File: src/rtl/rgb2raw_8_pkg.sv
// Shared types for the RGB to raw8 Bayer re-mosaic path.
// Lane count follows MIPI_4_LANE; the default is the 2-lane word.
package rgb2raw_8_pkg;

`ifdef MIPI_4_LANE
    localparam int PIX_PER_WORD = 4;
`else
    localparam int PIX_PER_WORD = 2;
`endif

    localparam int LANE_W = 8 * PIX_PER_WORD;

    typedef logic [LANE_W-1:0] lane_raw_data_t;

    typedef enum logic [1:0] {
        BAYER_R,
        BAYER_G,
        BAYER_B
    } bayer_col_e;

    typedef enum logic [1:0] {
        ST_IDLE,
        ST_LINE,
        ST_LGAP,
        ST_FGAP
    } rgb2raw_state_e;

endpackage

File: src/rtl/rgb2raw_8_bayer_pick.sv
// GBRG colour pick: even rows G/B, odd rows R/G.
// Purely combinational, one 8-bit sample per pixel.
module bayer_pick
    import rgb2raw_8_pkg::*;
#(
    parameter int RGB_WIDTH = 24
) (
    input  logic                 row_odd,
    input  logic                 col_odd,
    input  logic [RGB_WIDTH-1:0] rgb,
    output logic [7:0]           pix
);

    bayer_col_e col;

    always_comb begin
        col = BAYER_G;
        unique case (1'b1)
            (!row_odd && col_odd): col = BAYER_B;
            (row_odd && !col_odd): col = BAYER_R;
            default:               col = BAYER_G;
        endcase

        pix = rgb[15:8];
        unique case (col)
            BAYER_R: pix = rgb[RGB_WIDTH-1 -: 8];
            BAYER_B: pix = rgb[7:0];
            default: pix = rgb[15:8];
        endcase
    end

endmodule

File: src/rtl/rgb2raw_8.sv
// Re-mosaics an RGB pixel stream into packed raw8 Bayer words
// with line and frame gaps, as a sensor-less ISP test source.
module rgb2raw_8
    import rgb2raw_8_pkg::*;
#(
    parameter int LINE_LENGTH = 640,
    parameter int NUM_LINES   = 480,
    parameter int LINE_GAP    = 4,
    parameter int FRAME_GAP   = 16,
    parameter int RGB_WIDTH   = 24
) (
    input  logic                 clk,
    input  logic                 rst_n,
    input  logic                 en,
    input  logic [RGB_WIDTH-1:0] rgb_in,
    input  logic                 rgb_valid,
    output logic                 rgb_ready,
    output lane_raw_data_t       data_out,
    output logic                 data_valid,
    output logic                 line_start,
    output logic                 frame_end,
    output logic                 busy
);

    localparam int WW = (LINE_LENGTH > 1) ? $clog2(LINE_LENGTH) : 1;
    localparam int RW = (NUM_LINES > 1) ? $clog2(NUM_LINES) : 1;
    localparam int LW = $clog2(PIX_PER_WORD);
    localparam int GW = 16;

    rgb2raw_state_e state, state_nxt;

    logic [LW-1:0]  lane_cnt;
    logic [WW-1:0]  word_cnt;
    logic [RW-1:0]  row_cnt;
    logic [GW-1:0]  gap_cnt;
    lane_raw_data_t acc;
    lane_raw_data_t word_nxt;
    logic [7:0]     sample;

    logic hs;
    logic lane_last;
    logic word_last;
    logic row_last;
    logic gap_done;

    assign rgb_ready = (state == ST_LINE);
    assign busy      = (state != ST_IDLE);
    assign hs        = rgb_valid & rgb_ready;
    assign lane_last = (lane_cnt == LW'(PIX_PER_WORD - 1));
    assign word_last = (word_cnt == WW'(LINE_LENGTH - 1));
    assign row_last  = (row_cnt == RW'(NUM_LINES - 1));
    assign gap_done  = (gap_cnt == '0);
    assign word_nxt  = {acc[LANE_W-9:0], sample};

    // Word width is a multiple of two pixels, so column parity is lane parity.
    bayer_pick #(
        .RGB_WIDTH(RGB_WIDTH)
    ) u_pick (
        .row_odd(row_cnt[0]),
        .col_odd(lane_cnt[0]),
        .rgb    (rgb_in),
        .pix    (sample)
    );

    always_comb begin
        state_nxt = state;
        unique case (state)
            ST_IDLE: begin
                if (en) state_nxt = ST_LINE;
            end
            ST_LINE: begin
                if (hs && lane_last && word_last) state_nxt = ST_LGAP;
            end
            ST_LGAP: begin
                if (gap_done) begin
                    if (!row_last)          state_nxt = ST_LINE;
                    else if (FRAME_GAP > 0) state_nxt = ST_FGAP;
                    else if (en)            state_nxt = ST_LINE;
                    else                    state_nxt = ST_IDLE;
                end
            end
            ST_FGAP: begin
                if (gap_done) state_nxt = en ? ST_LINE : ST_IDLE;
            end
            default: state_nxt = ST_IDLE;
        endcase
    end

    always_ff @(posedge clk or negedge rst_n) begin
        if (!rst_n) begin
            state      <= ST_IDLE;
            lane_cnt   <= '0;
            word_cnt   <= '0;
            row_cnt    <= '0;
            gap_cnt    <= '0;
            acc        <= '0;
            data_out   <= '0;
            data_valid <= 1'b0;
            line_start <= 1'b0;
            frame_end  <= 1'b0;
        end else begin
            state      <= state_nxt;
            data_valid <= 1'b0;
            line_start <= 1'b0;
            frame_end  <= 1'b0;

            if (hs) begin
                acc <= word_nxt;
                if (lane_last) begin
                    lane_cnt   <= '0;
                    data_out   <= word_nxt;
                    data_valid <= 1'b1;
                    line_start <= (word_cnt == '0);
                    frame_end  <= word_last && row_last;
                    word_cnt   <= word_last ? '0 : word_cnt + WW'(1);
                end else begin
                    lane_cnt <= lane_cnt + LW'(1);
                end
            end

            if (state_nxt == ST_LGAP && state != ST_LGAP)
                gap_cnt <= GW'(LINE_GAP - 1);
            else if (state_nxt == ST_FGAP && state != ST_FGAP)
                gap_cnt <= GW'(FRAME_GAP - 1);
            else if (!gap_done)
                gap_cnt <= gap_cnt - GW'(1);

            if (state == ST_LGAP && gap_done)
                row_cnt <= row_last ? '0 : row_cnt + RW'(1);
        end
    end

endmodule

File: config.mk
export PLATFORM = sky130hd
export DESIGN_NAME = rgb2raw_8
export DESIGN_NICKNAME = d
export VERILOG_FILES = /design/src/rtl/rgb2raw_8_pkg.sv /design/src/rtl/rgb2raw_8_bayer_pick.sv /design/src/rtl/rgb2raw_8.sv
export SDC_FILE = /design/constraint.sdc
export NUM_CORES = 1
export LEC_CHECK = 0
export CAP_MARGIN = 5
export CORE_MARGIN = 10
export CORE_UTILIZATION = 68
export CTS_CLUSTER_SIZE = 16
export DETAILED_ROUTE_END_ITERATION = 8
export DONT_BUFFER_PORTS = 1
export GPL_TIMING_DRIVEN = 0
export PLACE_DENSITY = 0.84
export SYNTH_ARGS = -nofsm -noshare
export SYNTH_HDL_FRONTEND = slang
export SYNTH_SLANG_ARGS = --single-unit
File: constraint.sdc
create_clock -name clk -period 3.6 [get_ports clk]
set_clock_uncertainty 0.05 [all_clocks]
set_input_delay 0.18 -clock clk [delete_from_list [all_inputs] [get_ports clk]]
set_output_delay 0.18 -clock clk [all_outputs]
set_load 0.05 [all_outputs]
-- Word level (Yosys, flattened, before mapping)
Index checks and enable logic that the tools add are counted.
- input port bits: 28
- logic and storage cells: 63
- output and inout bits: 21
- register bits: 65
- equality and inequality tests: 11
- add/subtract/negate cells: 4
- bitwise logic cells: 1
- reduce and logical (&&, ||, !) cells: 16
- mux-type cells: 21
- operators with widths (kind ; number):
    16-bit 2-to-1 mux ; 3
    16-bit zero test ; 1
    8-bit one-hot mux with 2 select lines ; 1
    16-bit by 1-bit subtractor with 16-bit output (second input constant) ; 1
    10-bit by 1-bit adder with 10-bit output (second input constant) ; 1
    10-bit equality test (second input constant) ; 1
    2-bit equality test (second input constant) ; 5
    10-bit zero test ; 1
    10-bit 2-to-1 mux ; 1
    2-bit 2-to-1 mux ; 5
    9-bit by 1-bit adder with 9-bit output (second input constant) ; 1
    9-bit equality test (second input constant) ; 1
    9-bit 2-to-1 mux ; 1
    1-bit logical AND ; 8
    1-bit 2-to-1 mux ; 8
    2-bit one-hot mux with 4 select lines ; 1
    2-bit zero test ; 2
    2-bit != test (second input constant) ; 2
    2-bit one-hot mux with 2 select lines ; 1
    3-bit by 1-bit != test with 1-bit output (second input constant) ; 1
    2-bit by 1-bit equality test with 1-bit output (second input constant) ; 1
    1-bit zero test ; 2
    2-bit AND reduction ; 1
    2-bit nonzero test ; 1
    other kinds (2) ; 2

-- Depth between registers and ports, before layout
Gate-level depths: netlist (run 1).
- depth in word-level cells: 10
- gate-level depth with buffers: 8
- gate-level depth less buffers: 6

-- Modules after synthesis
A second synthesis (run 1) with hierarchy kept.
- cells, all modules: 322
- area, all modules: 3186.8 um^2
- by module, submodules not included (module ; cells an instance ; area an instance (um^2) ; instances ; seq. area each (um^2)):
    rgb2raw_8 ; 291 ; 2994.1 ; 1 ; 1626.6
    bayer_pick ; 31 ; 192.7 ; 1 ; 0.0

-- Worst setup path after synthesis (run 1)
No wires, ideal clock.
- path type: register -> register
- start point: reg state[0]
- end point: reg acc[7]
- slack: 1595 ps
- path buffers: 1
- library setup time: 138 ps
- arrival time: 1817 ps
- required time: 3412 ps
- period minus slack after synthesis: 2005 ps
- stages on the path, launching flop included: 6
- cell sequence: dfrtp_1 > nor2b_1 > nand2_1 > clkbuf_1 > nand2_1 > o21ai_0
- longest elaborated chain between the ends: 2
- ends and longest elaborated chain (element ; line ; text):
    from (decl) ; rgb2raw_8.sv:30 ; rgb2raw_state_e state, state_nxt;
    from (signal assigned) ; rgb2raw_8.sv:102 ; state <= state_nxt;
    2-bit by 1-bit equality test with 1-bit output ; rgb2raw_8.sv:46 ; assign rgb_ready = (state == ST_LINE);
    named net rgb_ready ; rgb2raw_8.sv:17 ; output logic rgb_ready,
    1-bit bitwise AND ; rgb2raw_8.sv:48 ; assign hs = rgb_valid & rgb_ready;
    to (signal assigned) ; rgb2raw_8.sv:108 ; acc <= word_nxt;
    to (decl) ; rgb2raw_8.sv:36 ; lane_raw_data_t acc;
The timed path passes the listed nets, and every way through them passes these cells.
A chain may end at the register's enable or synchronous reset.

-- Worst setup path after layout (run 1)
Same ends and word-level chain as after synthesis.

==> results of run 1 <==
## power by group through the flow
stage / registers, W / logic [W] / clock network, W
global placement: 0.00130 / 0.000323 / 0
CTS: 0.00130 / 0.000360 / 0.000548
global route: 0.00131 / 0.000416 / 0.000579
finish: 0.00129 / 0.000357 / 0.000542
floorplan: 0.00126 / 0.000270 / 0
detailed placement: 0.00131 / 0.000338 / 0
## final cells by class
cell class / count / share of cell area, %
sequential: 65 / 47.3
multi-input combinational: 242 / 41.3
clock buffer: 11 / 4.12
buffer: 15 / 2.04
tap: 52 / 1.89
timing repair buffer: 3 / 1.38
inverter: 9 / 0.983
clock inverter: 5 / 0.910
## layer usage
metal | vias up | track usage, %
li1 | 1188 | -
met1 | 1177 | 24.6
met2 | 72 | 27.0
met3 | 15 | 5.66
met4 | 0 | 8.84
met5 | - | 0
## path summary, 6_finish.rpt
kind / slack, ns / to / cells after the start / start
worst max-delay path: 1.22 / acc[7] / 5 / state[0]
worst min-delay path: 0.008 / acc[4] / 2 / rgb_in[12]
worst max register to register: 1.22 / acc[7] / 5 / state[0]
worst min register to register: 0.43 / data_out[11] / 2 / acc[3]
max in group asynchronous: 2.91 / row_cnt[8] / 2 / rst_n
min in group asynchronous: 0.33 / word_cnt[8] / 2 / rst_n
## critical path: cells and delay by family, from the launching register on
kind / cells / cell delay, ns
and+or+nand+nor: 3 / 1.35
DFF: 1 / 0.41
buffers and inverters: 1 / 0.33
AOI/OAI and AO/OA: 1 / 0.09
## per-stage QoR
step	hold WS, ns	area [um^2]
after floorplan	-0.166	3150
after global placement	-0.163	3220
after detailed placement	-0.163	3220
after CTS	0.00259	3440
after global routing	0.0200	3440
final	0.00787	3440
## placed cells by master, fill, tap and decap left out, types with 9 or more instances in the layout
cell type,synthesis,layout
a22oi_1,9,9
nor2_1,29,29
nand2_1,56,56
nand3_1,14,14
xor2_1,9,9
clkbuf_1,9,10
dfrtp_1,65,65
xnor2_1,12,12
clkbuf_8,0,10
o21ai_0,27,27
a21oi_1,16,16
## state kept, by name, summed over array words and instances, names as in the netlist
name        count
frame_end       1
row_cnt         9
word_cnt       10
acc             8
data_valid      1
gap_cnt        16
data_out       16
line_start      1
lane_cnt        1
state           2
## cell families (layout without fill, tap and decap cells)
group	after synthesis	in the layout
compound gates	64	64
flops	65	65
simple gates	150	150
xor+xnor	21	21
fa+ha+maj	6	6
buf+inv	24	43
mux	1	1
==> reports/metrics.csv, run 1 <==
stage,metric,value,unit
synth,Synth area leader,dfrtp_1,
layout,ANT cells,0,
outcome,status,"finished, final reports clean",
route,# DRC,0,
grt,vias in the first global route,2346,
min_path,Min-Delay Path Class,in -> reg,
floorplan,io pins,49,
clocking,total clock sinks,65,
route,drt pass-1 iters,4,
clocking,clk buf depth,2,
layout,fillcell total,310,
pwr,maximum vdd ir drop,284,uV
pwr,Net Sw Power,0.000922,W
synth,most frequent cell after synthesis,dfrtp_1,
clocking,H-tree level count,3,
critical_path,CP dominant cell by count,nand2_1,
layout,Reg area,1630,um^2
route,DRT iter0 DRCs,120,
clocking,TritonCTS clock tree,yes,
pwr,Tot Pwr,0.00219,W
placed_design,port bufs,0,
route,WL met3,507,um
floorplan,Die Ht,88.1,um
grt,antenna violations before repair,0,
timing,final setup violation count,0,
layout,area of the multi-input gates,1420,um^2
synth,sequential area share after synthesis,51.6,%
timing,worst-margin pin slew,1.00,ns
floorplan,Initial Util,71.4,%
route,routed metal-1 wirelength,3.01,mm
timing,minimum clock period,2.38,ns
clocking,root buf cell,clkbuf_8,
timing,final hold violations,0,
critical_path,critical path's slowest cell,nor2b_1,
synth,Synth area leaders,"dfrtp_1 (52%), nand2_1 (6.7%), o21ai_0 (4.3%), nor2_1 (3.5%), xnor2_1 (3.3%)",
layout,final net count,379,
timing,Tcrit/Tclk final,66.2,%
route,highest metal used,met4,
critical_path,CP endpoint kind,register,
synth,Synth Cell Area,3150,um^2
synth,"top cells by count, synth","dfrtp_1 (65), nand2_1 (56), nor2_1 (29)",
route,routed vias,2452,
synth,yosys warns,0,
timing,fin. max-slew vios,0,
pwr,P per Cell Area,638,nW/um^2
clocking,Inserted Clock Buffers,9,
critical_path,crit path max fanout,10,
grt,first-pass GRT wire length,11.4,mm
clocking,post-CTS setup repair buffer count,0,
synth,area share of the largest cell type after synthesis,51.6,%
synth,Synth Area in Compound Gates,12.0,%
pwr,logic gate share of total power,16.3,%
layout,layout cells sized above 1,8.86,%
synth,Synth Register Bits,65,
floorplan,row cnt,24,
route,WL/cell,17.0,um
placed_design,post-place setup slack,1.22,ns
layout,fin util,77.8,%
synth,ys async rst share,100,%
critical_path,critical path type,reg -> reg,
synth,largest family of logic cells by synthesized area,simple AND/OR/NAND/NOR gates,
layout,Area Overhead vs Synth,9.05,%
pwr,clock group share of total power,24.7,%
synth,XOR/XNOR Fraction of Synth Area,5.84,%
synth,Syn Nets,365,
pwr,Pint,0.00127,W
critical_path,Worst Path Arrival,2.54,ns
critical_path,Max stage delay on crit path,0.82,ns
floorplan,Chip Width,88.1,um
route,via/cell ratio,6.10,
synth,mux cell area share after synthesis,0.357,%
grt,overall routing resource usage,18.5,%
route,Routed WL,6.83,mm
route,Final ANT Viol Nets,0,
timing,TNS Setup,0,ns
grt,total congestion overflow,0,
clocking,clk slew on worst S/H paths,0.07,ns
layout,Final Instance Count excl. Fillers,402,
synth,distinct cell type count after synthesis,48,
pwr,Flop pwr share,59.0,%
route,metal2 WL,3.13,mm
synth,Synth Instances,331,
synth,"Top FF cell, synth",dfrtp_1,
pwr,sw frac,42.0,%
timing,PnR worst setup slack,1.22,ns
synth,Syn Area/Cell,9.52,um^2
critical_path,CP Cell Sequence,nor2b_1 > nand2_1 > clkbuf_1 > nand2_1 > o21ai_0,
timing,Slew HR,32.9,%
critical_path,worst path required time,3.75,ns
timing,RSZ-0062 raised after global routing,no,
synth,post-synthesis simple-gate area fraction,24.5,%
critical_path,Startpoint Class,register,
clocking,CTS Hold Bufs,3,
clocking,cts repair resizes,0,
placed_design,dpl cells,383,
floorplan,core area,4410,um^2
clocking,Clock Latency Late Sink,0.34,ns
synth,number of synthesized flops with an enable pin,0,
pwr,leakage,1.47,nW
placed_design,post-detail-place hpwl,4.79,mm
timing,Max Freq,419,MHz
job,number of max-cap violations,0,
floorplan,die area,7760,um^2
synth,post-synthesis adder-cell area fraction,2.38,%
grt,largest net degree at the start of global routing,66,
placed_design,Final Wtd Congestion,0.849,
Note: power is estimated with default switching activity, not from simulation.
==> run 2: changes to the inputs <==
Settings changed: ABC_AREA set to 1, CORE_UTILIZATION 68 to 63, PLACE_DENSITY 0.84 to 0.79.
Clock period 3.6 ns to 2.5 ns, I/O delays scaled along.
==> run 2 against run 1 <==
Compared with the run above:
- setup slack worse by 0.70 ns
- via count up 9.9%
- worst hold slack worse by 0.0016 ns
- critical endpoint is now gap_cnt[2]
==> reports/metrics.csv, run 2 <==
stage,metric,value,unit,change
synth,number of synthesized flops with an enable pin,0,,unchanged
pwr,maximum vdd ir drop,410,uV,was 284 uV
timing,Slew HR,40.5,%,was 32.9%
grt,antenna violations before repair,0,,unchanged
synth,Synth area leader,dfrtp_1,,unchanged
floorplan,Die Ht,92.4,um,was 88.1 um
min_path,Min-Delay Path Class,in -> reg,,unchanged
timing,RSZ-0062 raised after global routing,no,,unchanged
timing,final setup violation count,0,,unchanged
clocking,Inserted Clock Buffers,9,,unchanged
route,DRT iter0 DRCs,127,,was 120
critical_path,reg2reg path depth,11,,was 5
layout,"most common cell after layout, fill and taps aside",nand2_1,,was dfrtp_1
route,Routed WL,7.14,mm,was 6.83 mm
route,via/cell ratio,5.36,,was 6.10
grt,largest net degree at the start of global routing,66,,unchanged
layout,Area Overhead vs Synth,11.9,%,was 9.05%
critical_path,crit path max fanout,5,,was 10
clocking,total clock sinks,65,,unchanged
placed_design,post-detail-place hpwl,5.32,mm,was 4.79 mm
placed_design,Final Wtd Congestion,0.859,,was 0.849
clocking,clk slew on worst S/H paths,0.07,ns,about the same
clocking,H-tree level count,3,,unchanged
synth,Synth Cell Area,3300,um^2,was 3150 um^2
clocking,clk buf depth,2,,unchanged
synth,"top cells by count, synth","nand2_1 (95), dfrtp_1 (65), nor2_1 (57)",,"was dfrtp_1 (65), nand2_1 (56), nor2_1 (29)"
timing,final hold violations,0,,unchanged
synth,most frequent cell after synthesis,nand2_1,,was dfrtp_1
synth,Synth Register Bits,65,,unchanged
route,drt pass-1 iters,5,,was 4
critical_path,critical path's slowest cell,dfrtp_1,,was nor2b_1
layout,fin util,72.4,%,was 77.8%
critical_path,CP endpoint kind,register,,unchanged
grt,total congestion overflow,0,,unchanged
critical_path,Buf/Inv on CP,1,,unchanged
layout,final net count,462,,was 379
synth,area share of the largest cell type after synthesis,49.2,%,was 51.6%
critical_path,Worst Path Arrival,2.21,ns,was 2.54 ns
critical_path,CP dominant cell by count,nor2_1,,was nand2_1
clocking,root buf cell,clkbuf_8,,unchanged
min_path,worst hold path depth,4,,was 2
floorplan,row cnt,26,,was 24
timing,worst-margin pin slew,0.889,ns,was 1.00 ns
pwr,P per Cell Area,549,nW/um^2,was 638 nW/um^2
grt,overall routing resource usage,18.2,%,was 18.5%
route,Final ANT Viol Nets,0,,unchanged
floorplan,io pins,49,,unchanged
critical_path,Crit path max-delay family,simple AND/OR/NAND/NOR gates,,unchanged
timing,Max Freq,503,MHz,was 419 MHz
route,WL/cell,14.2,um,was 17.0 um
route,# DRC,0,,unchanged
clocking,TritonCTS clock tree,yes,,unchanged
synth,Synth area leaders,"dfrtp_1 (49%), nand2_1 (11%), nor2_1 (6.5%), inv_1 (5.1%), o21ai_0 (3.8%)",,"was dfrtp_1 (52%), nand2_1 (6.7%), o21ai_0 (4.3%), nor2_1 (3.5%), xnor2_1 (3.3%)"
critical_path,critical path type,reg -> reg,,unchanged
synth,distinct cell type count after synthesis,33,,was 48
timing,Tcrit/Tclk final,79.5,%,was 66.2%
timing,minimum clock period,1.99,ns,was 2.38 ns
floorplan,die area,8540,um^2,was 7760 um^2
layout,top flop regs,"data_out (16), gap_cnt (16), word_cnt (10)",,unchanged
critical_path,CP Cell Sequence,ha_1 > nand3_1 > nor2_1 > nand3_1 > inv_1 > nand2_1 > nand2_1 > nand2_1 > nor2_1 > nor2_1 > nor2_1,,was nor2b_1 > nand2_1 > clkbuf_1 > nand2_1 > o21ai_0
clocking,Clock Latency Late Sink,0.34,ns,about the same
route,routed vias,2694,,was 2452
job,number of max-cap violations,0,,unchanged
critical_path,WP depth,11,,was 5
layout,"commonest cells after routing, fill and taps aside","nand2_1 (95), dfrtp_1 (65), nor2_1 (57)",,"was dfrtp_1 (65), nand2_1 (56), nor2_1 (29)"
critical_path,worst path required time,2.72,ns,was 3.75 ns
synth,Syn Area/Cell,8.08,um^2,was 9.52 um^2
floorplan,core area,5110,um^2,was 4410 um^2
critical_path,Startpoint Class,register,,unchanged
synth,sequential area share after synthesis,49.2,%,was 51.6%
floorplan,Initial Util,64.7,%,was 71.4%
grt,first-pass GRT wire length,12.9,mm,was 11.4 mm
timing,TNS Setup,0,ns,unchanged
outcome,status,"finished, final reports clean",,unchanged
floorplan,Chip Width,92.4,um,was 88.1 um
critical_path,Max stage delay on crit path,0.44,ns,was 0.82 ns
layout,layout cells sized above 1,7.16,%,was 8.86%
timing,fin. max-slew vios,0,,unchanged
synth,Syn Nets,443,,was 365
synth,"Top FF cell, synth",dfrtp_1,,unchanged
synth,Synth Instances,409,,was 331
synth,yosys warns,0,,unchanged
pwr,leakage,1.81,nW,was 1.47 nW
placed_design,port bufs,0,,unchanged
grt,vias in the first global route,2844,,was 2346
layout,ANT cells,0,,unchanged
synth,ys async rst share,100,%,unchanged
-- run 2: power breakdown --
group | switching, W | internal (W) | leakage, nW
Clock | 0.000390 | 0.000542 | 0.107
Sequential | 0 | 0.00105 | 0.763
Combinational | 0.0000280 | 0.0000167 | 0.936
Total | 0.000418 | 0.00161 | 1.81
-- run 2: tightest hold or removal path: cells and delay by family --
kind	cells	cell delay [ns]
AO/OA/AOI/OAI	1	0.08
AND/OR/NAND/NOR	3	0.14
-- run 2: metrics by stage --
step | instances | hold WS, ns | worst slack, ns | cell area [um^2] | power [W]
2_1_floorplan | 409 | -0.221 | 0.882 | 3300 | 0.00108
3_3_place_gp | 479 | -0.218 | 0.569 | 3390 | 0.00108
3_5_place_dp | 479 | -0.218 | 0.518 | 3390 | 0.00108
4_1_cts | 503 | 0.00144 | 0.492 | 3700 | 0.00204
5_1_grt | 503 | 0.0205 | 0.261 | 3700 | 0.00209
6_report | 503 | 0.00632 | 0.512 | 3700 | 0.00203
-- run 2: cell type report --
type	instances	area, um^2
repair buffers	8	97.6
clock buffers	14	173
inverters	47	176
multi-input cells	287	1450
fillers	420	1410
plain buffers	10	47.5
flip-flops and latches	65	1630
well taps	70	87.6
clock inverters	2	35.0
-- run 2: path summary, 6_finish.rpt --
check,from,to,slack (ns)
max,row_cnt[0],gap_cnt[2],0.51
min,rgb_in[23],data_out[7],0.006
max reg2reg,row_cnt[0],gap_cnt[2],0.51
min reg2reg,word_cnt[8],word_cnt[8],0.42
max in group asynchronous,rst_n,acc[5],1.83
min in group asynchronous,rst_n,gap_cnt[14],0.27
-- run 2: layer usage --
layer | wire [um] | up-vias | GRT usage [%]
li1 | - | 1346 | -
met1 | 3150 | 1259 | 22.2
met2 | 3330 | 81 | 29.1
met3 | 586 | 8 | 7.34
met4 | 80 | 0 | 5.14
met5 | 0 | - | 0
-- run 2: cells by family (layout without fill, tap and decap cells) --
group	count (synthesis)	in the layout	share of synthesized area, %
adder cells (fa/ha/maj)	6	6	2.27
AO/OA/AOI/OAI	49	49	7.69
flip-flops	65	65	49.2
buffers and inverters	57	81	6.78
XOR/XNOR	20	20	5.30
AND/OR/NAND/NOR	212	212	28.7
-- run 2: timing repair --
| item | CTS | global route |
|---|---|---|
| hold buffers | 8 | 0 |
| resized for setup | 0 | 0 |
| setup buffers | 0 | 0 |
| hold endpoints to repair | 71 | 0 |
